--- config.mk ---
export PLATFORM = sky130hd
export DESIGN_NAME = fetch_decode_queue
export DESIGN_NICKNAME = d
export VERILOG_FILES = /design/src/rtl/fetch_decode_queue.sv
export SDC_FILE = /design/constraint.sdc
export NUM_CORES = 1
export LEC_CHECK = 0
export BUFFER_PORTS_ARGS = -buffer_cell sky130_fd_sc_hd__buf_2
export CAP_MARGIN = 0
export CORE_AREA = 2 2 158 121
export DETAILED_ROUTE_END_ITERATION = 6
export DIE_AREA = 0 0 160 123
export GPL_TIMING_DRIVEN = 0
export PLACE_DENSITY_LB_ADDON = 0.12
export SYNTH_ARGS = -nofsm -noshare
export SYNTH_HDL_FRONTEND = slang
export SYNTH_SLANG_ARGS = --single-unit
--- constraint.sdc ---
create_clock -name clk_i -period 3.6 [get_ports clk_i]
set_input_delay 0.18 -clock clk_i [delete_from_list [all_inputs] [get_ports clk_i]]
set_output_delay 0.18 -clock clk_i [all_outputs]
set_load 0.01 [all_outputs]
--- src/rtl/fetch_decode_queue.sv ---
// Byte-stream 6502 instruction assembler and decoder feeding a DEPTH-entry queue
// with a valid/ready handoff to execute; flush discards everything in flight.

package fetch_decode_queue_pkg;
   typedef enum logic [2:0] {
      IMMEDIATE   = 3'd0,
      ZERO_PAGE   = 3'd1,
      ZERO_PAGE_X = 3'd2,
      ABSOLUTE    = 3'd3,
      ABSOLUTE_X  = 3'd4,
      ABSOLUTE_Y  = 3'd5,
      INDIRECT_X  = 3'd6,
      INDIRECT_Y  = 3'd7
   } addressing_mode_t;

   typedef enum logic [2:0] {
      ALU_BYPASS_A = 3'd0,
      ALU_ADC      = 3'd1,
      ALU_SUB      = 3'd2,
      ALU_AND      = 3'd3,
      ALU_OR       = 3'd4,
      ALU_XOR      = 3'd5,
      ALU_CMP      = 3'd6
   } alu_op_t;

   typedef enum logic [1:0] {
      A_REG  = 2'd0,
      X_REG  = 2'd1,
      Y_REG  = 2'd2,
      SP_REG = 2'd3
   } reg_id_t;

   typedef struct packed {
      logic [7:0]       opcode;
      logic [15:0]      operand;
      logic [1:0]       len;
      addressing_mode_t mode;
      alu_op_t          alu_op;
      reg_id_t          src;
      reg_id_t          dst;
      logic             we_rf;
      logic             we_mem;
      logic             illegal;
   } dec_entry_t;
endpackage

// state  | meaning
// S_OPC  | waiting for an opcode byte
// S_LO   | opcode held, waiting for operand low byte
// S_HI   | opcode and low byte held, waiting for operand high byte
module fetch_decode_queue
   import fetch_decode_queue_pkg::*;
#(
   parameter int DEPTH = 4,
   parameter int CNT_W = $clog2(DEPTH + 1)
) (
   input  logic             clk_i,
   input  logic             rstn_i,
   input  logic             byte_valid_i,
   input  logic [7:0]       byte_i,
   output logic             byte_ready_o,
   input  logic             flush_i,
   output logic             dec_valid_o,
   input  logic             dec_ready_i,
   output logic [7:0]       dec_opcode_o,
   output logic [15:0]      dec_operand_o,
   output logic [1:0]       dec_len_o,
   output addressing_mode_t addressing_mode_o,
   output alu_op_t          alu_op_o,
   output reg_id_t          src_reg_addr_o,
   output reg_id_t          dst_reg_addr_o,
   output logic             we_rf_o,
   output logic             we_mem_o,
   output logic             illegal_o,
   output logic [CNT_W-1:0] count_o
);
   localparam int PTR_W = (DEPTH > 2) ? $clog2(DEPTH) : 1;

   localparam logic [1:0] S_OPC = 2'd0;
   localparam logic [1:0] S_LO  = 2'd1;
   localparam logic [1:0] S_HI  = 2'd2;

   function automatic logic [1:0] f_len(input logic [7:0] op);
      logic [2:0] aaa;
      logic [2:0] bbb;
      aaa = op[7:5];
      bbb = op[4:2];
      f_len = 2'd1;
      case (op[1:0])
         2'b01: f_len = (bbb == 3'b011 || bbb == 3'b110 || bbb == 3'b111) ? 2'd3 : 2'd2;
         2'b10: begin
            if (bbb == 3'b011 || bbb == 3'b111)                       f_len = 2'd3;
            else if (bbb == 3'b000 || bbb == 3'b001 || bbb == 3'b101) f_len = 2'd2;
            else                                                      f_len = 2'd1;
         end
         2'b00: begin
            if (op[4:0] == 5'b10000)                  f_len = 2'd2;
            else if (op == 8'h20)                     f_len = 2'd3;
            else if (bbb == 3'b011 || bbb == 3'b111)  f_len = 2'd3;
            else if (bbb == 3'b001 || bbb == 3'b101)  f_len = 2'd2;
            else if (bbb == 3'b000 && aaa >= 3'b101)  f_len = 2'd2;
            else                                      f_len = 2'd1;
         end
         default: f_len = 2'd1;
      endcase
   endfunction

   function automatic dec_entry_t f_decode(input logic [7:0] op, input logic [15:0] operand,
                                           input logic [1:0] len);
      dec_entry_t e;
      e         = '0;
      e.opcode  = op;
      e.operand = operand;
      e.len     = len;
      e.mode    = IMMEDIATE;
      e.alu_op  = ALU_BYPASS_A;
      e.src     = A_REG;
      e.dst     = A_REG;
      e.illegal = (op[1:0] == 2'b11);
      if (op[1:0] == 2'b01) begin
         e.we_rf = 1'b1;
         case (op[4:2])
            3'b000:  e.mode = INDIRECT_X;
            3'b001:  e.mode = ZERO_PAGE;
            3'b010:  e.mode = IMMEDIATE;
            3'b011:  e.mode = ABSOLUTE;
            3'b100:  e.mode = INDIRECT_Y;
            3'b101:  e.mode = ZERO_PAGE_X;
            3'b110:  e.mode = ABSOLUTE_Y;
            default: e.mode = ABSOLUTE_X;
         endcase
         case (op[7:5])
            3'b000:  e.alu_op = ALU_OR;
            3'b001:  e.alu_op = ALU_AND;
            3'b010:  e.alu_op = ALU_XOR;
            3'b011:  e.alu_op = ALU_ADC;
            3'b100: begin
               e.alu_op = ALU_BYPASS_A;
               e.we_rf  = 1'b0;
               e.we_mem = 1'b1;
            end
            3'b101:  e.alu_op = ALU_BYPASS_A;
            3'b110: begin
               e.alu_op = ALU_CMP;
               e.we_rf  = 1'b0;
            end
            default: e.alu_op = ALU_SUB;
         endcase
      end
      return e;
   endfunction

   function automatic logic [PTR_W-1:0] f_next(input logic [PTR_W-1:0] ptr);
      return (ptr == PTR_W'(DEPTH - 1)) ? '0 : ptr + PTR_W'(1);
   endfunction

   logic [1:0]       r_state;
   logic [7:0]       r_opc;
   logic [7:0]       r_lo;
   logic [1:0]       r_len;
   logic [PTR_W-1:0] r_wr_ptr;
   logic [PTR_W-1:0] r_rd_ptr;
   logic [CNT_W-1:0] r_count;
   dec_entry_t       r_mem [DEPTH];

   logic             w_accept;
   logic [1:0]       w_byte_len;
   logic             w_push;
   logic             w_pop;
   logic             w_dec_valid;
   logic [7:0]       w_push_opc;
   logic [15:0]      w_push_operand;
   logic [1:0]       w_push_len;
   dec_entry_t       w_head;

   // Ready is withheld while full, so a completing byte always finds a free slot.
   assign byte_ready_o = rstn_i && (r_count < CNT_W'(DEPTH)) && !flush_i;
   assign w_accept     = byte_valid_i && byte_ready_o;
   assign w_byte_len   = f_len(byte_i);
   assign w_dec_valid  = (r_count != '0);
   assign w_pop        = w_dec_valid && dec_ready_i && !flush_i;

   always_comb begin
      w_push         = 1'b0;
      w_push_opc     = r_opc;
      w_push_operand = 16'h0000;
      w_push_len     = r_len;
      case (r_state)
         S_OPC: begin
            if (w_accept && w_byte_len == 2'd1) begin
               w_push     = 1'b1;
               w_push_opc = byte_i;
               w_push_len = 2'd1;
            end
         end
         S_LO: begin
            if (w_accept && r_len == 2'd2) begin
               w_push         = 1'b1;
               w_push_operand = {8'h00, byte_i};
            end
         end
         S_HI: begin
            if (w_accept) begin
               w_push         = 1'b1;
               w_push_operand = {byte_i, r_lo};
            end
         end
         default: w_push = 1'b0;
      endcase
   end

   always_ff @(posedge clk_i or negedge rstn_i) begin
      if (!rstn_i) begin
         r_state  <= S_OPC;
         r_opc    <= 8'h00;
         r_lo     <= 8'h00;
         r_len    <= 2'd0;
         r_wr_ptr <= '0;
         r_rd_ptr <= '0;
         r_count  <= '0;
      end else if (flush_i) begin
         r_state  <= S_OPC;
         r_wr_ptr <= '0;
         r_rd_ptr <= '0;
         r_count  <= '0;
      end else begin
         if (w_accept) begin
            case (r_state)
               S_OPC: begin
                  r_opc <= byte_i;
                  r_len <= w_byte_len;
                  if (w_byte_len != 2'd1) r_state <= S_LO;
               end
               S_LO: begin
                  r_lo    <= byte_i;
                  r_state <= (r_len == 2'd3) ? S_HI : S_OPC;
               end
               default: r_state <= S_OPC;
            endcase
         end
         if (w_push) r_wr_ptr <= f_next(r_wr_ptr);
         if (w_pop)  r_rd_ptr <= f_next(r_rd_ptr);
         case ({w_push, w_pop})
            2'b10:   r_count <= r_count + CNT_W'(1);
            2'b01:   r_count <= r_count - CNT_W'(1);
            default: r_count <= r_count;
         endcase
      end
   end

   always_ff @(posedge clk_i) begin
      if (w_push) r_mem[r_wr_ptr] <= f_decode(w_push_opc, w_push_operand, w_push_len);
   end

   assign w_head            = w_dec_valid ? r_mem[r_rd_ptr] : '0;
   assign dec_valid_o       = w_dec_valid;
   assign dec_opcode_o      = w_head.opcode;
   assign dec_operand_o     = w_head.operand;
   assign dec_len_o         = w_head.len;
   assign addressing_mode_o = w_head.mode;
   assign alu_op_o          = w_head.alu_op;
   assign src_reg_addr_o    = w_head.src;
   assign dst_reg_addr_o    = w_head.dst;
   assign we_rf_o           = w_head.we_rf;
   assign we_mem_o          = w_head.we_mem;
   assign illegal_o         = w_head.illegal;
   assign count_o           = r_count;
endmodule
After elaboration in Yosys (flattened, before gate mapping)
Memory sizes are Yosys's and may differ from the RTL's.
Index checks and enable logic that the tools add are counted.
- bits in registers: 27
- RAM bits: 140
- output and inout bits: 44
- word-level logic and storage cells: 123
- memories kept: 1
- add/subtract/negate cells: 4
- order comparisons: 2
- eq/ne operators: 34
- multiplexer cells: 44
- bitwise gates (word level): 1
- reduce and logical (&&, ||, !) cells: 30
- memories (name ; depth ; width ; rd ports ; clocked after memory_dff ; wr ports ; RTL line ; source):
    r_mem ; 4 ; 35 ; 1 ; 0 ; 1 ; 164 ; dec_entry_t r_mem [DEPTH];
- operators by type and width (kind ; number):
    $mux W2 ; 21
    $mux W39 ; 1
    $pmux W16 S2 ; 1
    $eq A3 B3 Y1 const B ; 9
    $mux W8 ; 3
    $pmux W3 S7 ; 1
    $pmux W3 S6 ; 1
    $eq A2 B2 Y1 const B ; 8
    $mux W16 ; 1
    $eq A3 B2 Y1 const B ; 5
    $mux W6 ; 2
    $eq A2 B1 Y1 const B ; 5
    $eq A3 B1 Y1 const B ; 3
    $logic_not A3 Y1 ; 3
    $eq A8 B6 Y1 const B ; 1
    $logic_and A1 B1 Y1 ; 8
    $mux W1 ; 8
    $logic_or A1 B1 Y1 ; 6
    $pmux W2 S3 ; 1
    $pmux W3 S2 ; 1
    $reduce_and A3 Y1 ; 2
    $reduce_bool A2 Y1 ; 3
    $reduce_bool A3 Y1 ; 2
    $eq A5 B5 Y1 const B ; 1
    15 further kinds ; 18

Logic depth before layout (Yosys ltp)
Gate-level depths: netlist of run 1.
- word-level depth: 17
- gate-level depth with buffers: 12
- mapped depth without buffers: 12

Least setup slack after synthesis of run 1
No wires, ideal clock.
- kind: register to register
- from: register r_state[1]
- to: memory r_mem[0][0] (netlist bit), enable pin
- setup time: 396 ps
- arrival time: 2221 ps
- required time: 3204 ps
- setup slack: 984 ps
- stages on the path, launching flop included: 8
- path buffers: 0
- path through: dfrtp_1 -> inv_1 -> ha_1 -> nand2_1 -> o21bai_1 -> o21ai_1 -> nor2_8 -> and2_1
- word-level cells in the longest chain between the ends: 4
- elaborated cells on any way between the ends: 6
- classes of those cells: eq/ne (2); mux (3); reduce/logical (1)
- RTL lines (item ; RTL line ; source):
    start, declared ; 157 ; logic [1:0] r_state;
    start signal, assigned ; 236 ; r_state <= (r_len == 2'd3) ? S_HI : S_OPC;
    $eq A2 B2 Y1 (tied with other cells) ; 188 ; case (r_state)
    $pmux W1 S3 * ; 188 ;
    $mux W1 * ; 252 ; if (w_push) r_mem[r_wr_ptr] <= f_decode(w_push_opc, w_push_operand, w_push_len);
    $mux W1 (not written as such) * ; 252 ;
    end, declared ; 164 ;
Mark *: on every way between the ends. The rest lies on a longest branch, timed or not.

Final worst setup path of run 1
- from: input port rstn_i
- to: memory r_mem[2][16] (netlist bit), data pin
- word-level cells in the longest chain between the ends: 6
- elaborated cells on any way between the ends: 7
- classes of those cells: mux (3); reduce/logical (4)
- RTL lines (item ; RTL line ; source):
    start, declared ; 58 ; input logic rstn_i,
    $logic_and A1 B1 Y1 * (2 in series) ; 177 ; assign byte_ready_o = rstn_i && (r_count < CNT_W'(DEPTH)) && !flush_i;
    $logic_and A1 B1 Y1 * ; 178 ; assign w_accept = byte_valid_i && byte_ready_o;
    $logic_and A1 B1 Y1 ; 197 ; if (w_accept && r_len == 2'd2) begin
    $mux W8 ; 197 ;
    $pmux W16 S2 * ; 188 ;
    via w_push_operand[5] ; 172 ; logic [15:0] w_push_operand;
Mark *: on every way through the listed nets, which the timed path passes. The rest lies on a longest branch.

==> results.txt, run 1 <==
Clock Power Share: 0.343
RD Place Congestion: 0.7192
Post-Synth Simple-Gate Area: 0.08842
DR vias/cell: 5.005
Post-CTS Resized: 0
commonest non-fill, non-tap cell in the layout: edfxtp_1
Peak VDD IR: 0.3083 mV
layout cell share with drive strength beyond 1: 0.2976
cells after synthesis: 417
Netlist Area Pre-Place: 7174 um^2
clock skew: 0.007265 ns
drt wl/cell: 19.44 um
endpoints failing setup: 0
multi-input logic area: 2162 um^2
die height: 123 um
CP Data Arrival Time: 3.18 ns
PwrDens: 676.4 nW/um^2
initial antenna violation count: 0
Worst slew margin: 0.1829
Avg Inst Size Synth: 17.20 um^2
Register Area: 4880 um^2
crit start category: input port
Max FO, Critical Path: 30
Period minus WS final: 2.929 ns
DR DRC count: 0
I/O Buffers: 51
DIE WIDTH: 160 um
final layout net count: 518
Pint: 4.192 mW
via count: 3759
Total Neg Setup Slack: 0 ns
register share of total power: 0.418
Final Worst Setup Slack: 0.6712 ns
Worst-path clk slew: 0.06 ns
number of antenna diodes: 0
post-route ant nets: 0
CTS tree: done
Max-Cap Viols: 0
largest family of logic cells by synthesized area: multiplexers
Initial Util: 0.3945
Sw Share: 0.2693
Critical Path End Type: register
Unique masters post-synth: 49
Final HPWL DP: 9710 um
ys async rst share: 0.1617
first drt pass iteration count: 5
Final Max Slew Viols: 0
Top-Level Pins: 57
Seq/Total Area, Yosys: 0.6802
post-layout util: 0.4664
Total GRT Usage: 0.1587
outcome: complete, no violations
Cells after DPL: 722
number of enable flip-flop cells after synthesis: 140
Synth Area in Compound Gates: 0.04517
dpl ws: 0.8034 ns
Min Hold Slack: 0.09082 ns
Congestion Overflow GR: 0
Leak Pwr: 3.207 nW
design area: 8481 um^2
# fillers: 1610
CTS root buf: clkbuf_16
number of global-route vias before repair: 3878
Post-DP Area: 7835 um^2
Synth Warn #: 0
CP required: 3.85 ns
Die ar.: 19680 um^2
largest net degree at the start of global routing: 31
core area: 18180 um^2
DR iter-0 viols: 292
final cell count without fillers: 751
post-layout power: 5.736 mW
Rows: 43
Sw Pwr: 1.545 mW
Synth Area in Adders: 0.01849
CTS sink cnt: 167
top_reg_cell synth: edfxtp_1
combinational power share: 0.239
Worst Tran Pin Value: 1.216 ns
critical path type: in -> reg
Longest Clk Path Bufs: 2
final WL: 14600 um
unrepaired setup endpoints after global routing: false
Area growth syn-to-layout: 18.21%
first-pass GRT wire length: 22530 um
CTS HTree Levels: 4
Final period util: 0.8136
Fin. Hold Viols: 0
Hold Crit Class: in -> reg
worst skew pair latency: 0.42 ns
xor/xnor share of the synthesized area: 0.004709
Yosys reg bits: 167
fmax: 0.3414 GHz
TritonCTS Buffers: 17
commonest non-fill, non-tap cells in the layout: edfxtp_1, buf_2, and2_1
post-synthesis mux area share: 0.1418
[logic make-up (layout without fill, tap and decap cells)]
logic type / after synthesis / count (layout)
buf+inv: 30 / 114
fa+ha+maj: 10 / 10
compound gates: 43 / 43
mux: 55 / 55
simple gates: 108 / 108
other cells: 1 / 4
flops: 167 / 167
xor+xnor: 3 / 3
[layer usage]
layer  global-route usage  part of all wire
met1               0.2156              0.48
met3              0.04327             0.040
met2               0.2522              0.47
met5                    0                 0
met4              0.05011            0.0045
[Yosys cell counts (8+ instances only)]
cell type | n | area [um^2]
and2_1 | 50 | 312.8
o21ai_0 | 8 | 40.04
edfxtp_1 | 140 | 4204
nor2_1 | 12 | 45.04
mux4_2 | 35 | 788.3
nand2_1 | 18 | 67.56
a22o_1 | 9 | 78.83
mux2_2 | 9 | 101.4
dfrtp_1 | 27 | 675.7
ha_1 | 9 | 112.6
clkbuf_1 | 11 | 41.29
[worst paths after layout]
path	slack (ns)	start	to	cells after the start
max	0.67	rstn_i	r_mem[2][16]$_DFFE_PP_	7
min	0.09	flush_i	count_o[1]$_DFFE_PN0P_	3
max reg2reg	0.91	count_o[1]$_DFFE_PN0P_	count_o[2]$_DFFE_PN0P_	9
min reg2reg	0.49	r_lo[4]$_DFFE_PN0P_	r_lo[4]$_DFFE_PN0P_	2
max in group asynchronous	2.81	rstn_i	r_opc[3]$_DFFE_PN0P_	2
min in group asynchronous	0.34	rstn_i	r_state[1]$_DFFE_PN0P_	2
[sequential cells by signal, indices dropped and copies added, names as in the netlist]
name and cells:
r_rd_ptr 2, count_o 3, r_len 2, r_state 2, r_lo 8, r_wr_ptr 2, r_opc 8, r_mem 140
[area by class of cell]
type                       instances  share of cell area
timing repair buffer              56             0.04072
inverter                           7            0.003098
sequential                       167              0.5754
clock buffer                      19             0.05105
tap                              247             0.03644
clock inverter                     9             0.02390
multi-input combinational        223              0.2549
buffer                            23             0.01446
[power groups by stage]
stage | Sequential [mW] | Clock (mW) | Combinational, mW
final | 2.40 | 1.97 | 1.37
after global routing | 2.42 | 2.09 | 1.53
after detailed placement | 2.44 | 0 | 1.40
after floorplan | 2.41 | 0 | 0.915
after global placement | 2.43 | 0 | 1.38
after CTS | 2.40 | 2.02 | 1.41
[repair_timing]
item | in CTS | in global routing
setup buffers | 0 | 0
hold buffers | 1 | 0
endpoints found under the hold margin | 27 | 0
[worst max-delay path: stages]
cell and delay, ns:
dlygate4sd3_1 0.51, buf_2 0.56, nand2_1 0.10, nor3_1 0.43
nand2_1 0.11, nor3_1 0.94, a22o_1 0.35
(Power assumes the default switching activity.)
==> run 2, diff against run 1 <==
clock period = 2.89 ns   (was 3.6 ns; I/O delays follow)
==> run 2 against run 1 <==
Effect of this change:
- design area up 0.12%
- cell count is the same
- clock skew shrank 0.0018 ns
- setup slack worse by 0.47 ns
- critical endpoint is now dec_operand_o[14]
- routed wire length is 0.33% lower
- clock power rose by 24%
- largest cell class unchanged
- hold slack worse by 0.036 ns
==> results.txt, run 2 (synthesis gave the netlist of run 1 again) <==
Fin. Hold Viols: 0 (unchanged)
final cell count without fillers: 751 (unchanged)
Rows: 43 (unchanged)
Area growth syn-to-layout: 18.35%
Max FO, Critical Path: 10 (-67%)
flip-flop count of the largest register after layout: 140 (unchanged)
fmax: 0.3718 GHz
TritonCTS Buffers: 17 (unchanged)
initial antenna violation count: 0 (unchanged)
unrepaired setup endpoints after global routing: false
Worst slew margin: 0.5151 (+0.3323)
worst reg2reg startpoint: r_state[1]$_DFFE_PN0P_
Final period util: 0.9307
CP Data Arrival Time: 2.55 ns (-0.63 ns)
CP delay by family, top: buffers and inverters
hold path startpoint: flush_i
layout cell share with drive strength beyond 1: 0.3016 (+0.003968)
I/O Buffers: 51 (unchanged)
CTS HTree Levels: 4 (unchanged)
commonest non-fill, non-tap cell in the layout: edfxtp_1
critical path's largest stage delay: 0.61 ns (-0.33 ns)
CP required: 2.75 ns (-1.10 ns)
CTS sink cnt: 167 (unchanged)
largest net degree at the start of global routing: 31 (unchanged)
number of global-route vias before repair: 3878 (unchanged)
CP Buf/Inv Count: 3 (+1)
crit path cell chain: clkbuf_1 -> clkbuf_1 -> mux4_2 -> and2_1 -> buf_2
PwrDens: 841.8 nW/um^2 (+24%)
Hold Crit Class: in -> reg
CTS root buf: clkbuf_16
Period minus WS final: 2.690 ns
design area: 8491 um^2 (+0.12%)
crit start category: register
Top Registers: r_mem (140), r_lo (8), r_opc (8)
critical path type: reg -> out
drt wl/cell: 19.37 um (-0.33%)
first drt pass iteration count: 4 (-1)
Total Neg Setup Slack: 0 ns (unchanged)
Top-Level Pins: 57 (unchanged)
first-pass GRT wire length: 22530 um (unchanged)
Post-DP Area: 7835 um^2 (unchanged)
CP startpoint: r_rd_ptr[1]$_DFFE_PN0P_
outcome: complete, no violations
post-CTS setup buffer count: 0 (unchanged)
Die ar.: 19680 um^2 (unchanged)
DIE WIDTH: 160 um (unchanged)
Total GRT Usage: 0.1587 (unchanged)
Cells after DPL: 722 (unchanged)
Worst Tran Pin Value: 0.7273 ns (-0.4890 ns)
Final HPWL DP: 9710 um (unchanged)
commonest non-fill, non-tap cells in the layout: edfxtp_1, buf_2, and2_1
die height: 123 um (unchanged)
final layout net count: 518 (unchanged)
core area: 18180 um^2 (unchanged)
Critical Path End Type: output port
Initial Util: 0.3945 (unchanged)
Longest Clk Path Bufs: 2 (unchanged)
Slowest-stage cell, CP: clkbuf_1
Leak Pwr: 3.209 nW (about the same)
Top cell by count, worst path: clkbuf_1
Peak VDD IR: 0.3851 mV (+25%)
RD Place Congestion: 0.7192 (unchanged)
Final Max Slew Viols: 0 (unchanged)
number of antenna diodes: 0 (unchanged)
Max-Cap Viols: 0 (unchanged)
worst skew pair latency: 0.42 ns (about the same)
DR iter-0 viols: 253 (-13%)
DR DRC count: 0 (unchanged)
endpoints failing setup: 0 (unchanged)
post-route ant nets: 0 (unchanged)
Worst-path clk slew: 0.06 ns (about the same)
DR vias/cell: 5.041 (+0.72%)
most flop-heavy register: r_mem
final WL: 14550 um (-0.33%)
Congestion Overflow GR: 0 (unchanged)
CTS tree: done
clock skew: 0.005437 ns (-0.001828 ns)
via count: 3786 (+0.72%)
-- run 2: metrics by stage --
stage | utilization | setup slack [ns] | total power [mW] | hold slack [ns]
2_1_floorplan | - | 0.2739 | 4.143 | -0.1511
3_3_place_gp | 0.4262 | -0.7739 | 4.743 | 0.2254
3_5_place_dp | 0.4309 | 0.1289 | 4.777 | 0.2314
4_1_cts | 0.4664 | 0.02568 | 7.251 | 0.03092
5_1_grt | 0.4669 | 0.005355 | 7.519 | 0.04124
6_report | 0.4669 | 0.2003 | 7.147 | 0.05461
-- run 2: cell type report --
| class | instances | area [um^2] |
|---|---|---|
| clock buffers | 19 | 432.9 |
| fillers | 1608 | 9694 |
| clock inverters | 9 | 202.7 |
| plain buffers | 23 | 122.6 |
| inverters | 7 | 26.28 |
| repair buffers | 56 | 347.8 |
| flip-flops and latches | 167 | 4880 |
| multi-input cells | 223 | 2170 |
| well taps | 247 | 309.0 |
-- run 2: report_power, final --
group          total, mW  internal [mW]  switching, mW
Clock               2.45           1.60          0.850
Sequential          2.99           2.85          0.132
Combinational       1.71          0.770          0.943
Total               7.15           5.22           1.92
-- run 2: worst reg2reg max path: stages, from the launching register on --
cell,delay [ns]
dfrtp_1,0.40
inv_1,0.11
ha_1,0.20
nand2_1,0.09
o21bai_1,0.31
o21ai_1,0.22
nor2_8,0.20
nor3_1,0.09
fa_1,0.40
nor2_1,0.12
o21a_1,0.15
a211oi_1,0.05
a211oi_1,0.22
-- run 2: worst paths after layout --
kind,end,slack (ns),cells past startpoint
worst max-delay path,dec_operand_o[14],0.20,5
worst max register to register,count_o[2]$_DFFE_PN0P_,0.24,12
worst min-delay path,count_o[1]$_DFFE_PN0P_,0.05,3
max in group asynchronous,r_rd_ptr[0]$_DFFE_PN0P_,2.36,2
worst min register to register,r_lo[4]$_DFFE_PN0P_,0.49,2
min in group asynchronous,r_state[1]$_DFFE_PN0P_,0.22,2
-- run 2: routing by layer --
| layer | track usage | up-vias | part of all wire |
|---|---|---|---|
| met5 | 0 | - | 0 |
| met4 | 0.05011 | 0 | 0.0094 |
| met3 | 0.04327 | 12 | 0.043 |
| li1 | - | 1754 | - |
| met2 | 0.2522 | 79 | 0.47 |
| met1 | 0.2156 | 1941 | 0.48 |
-- run 2: timing repair --
item | in CTS | in global routing
hold buffers | 1 | 0
setup endpoints to repair | 0 | 98
gates resized for setup | 0 | 3
hold endpoints to repair | 27 | 0
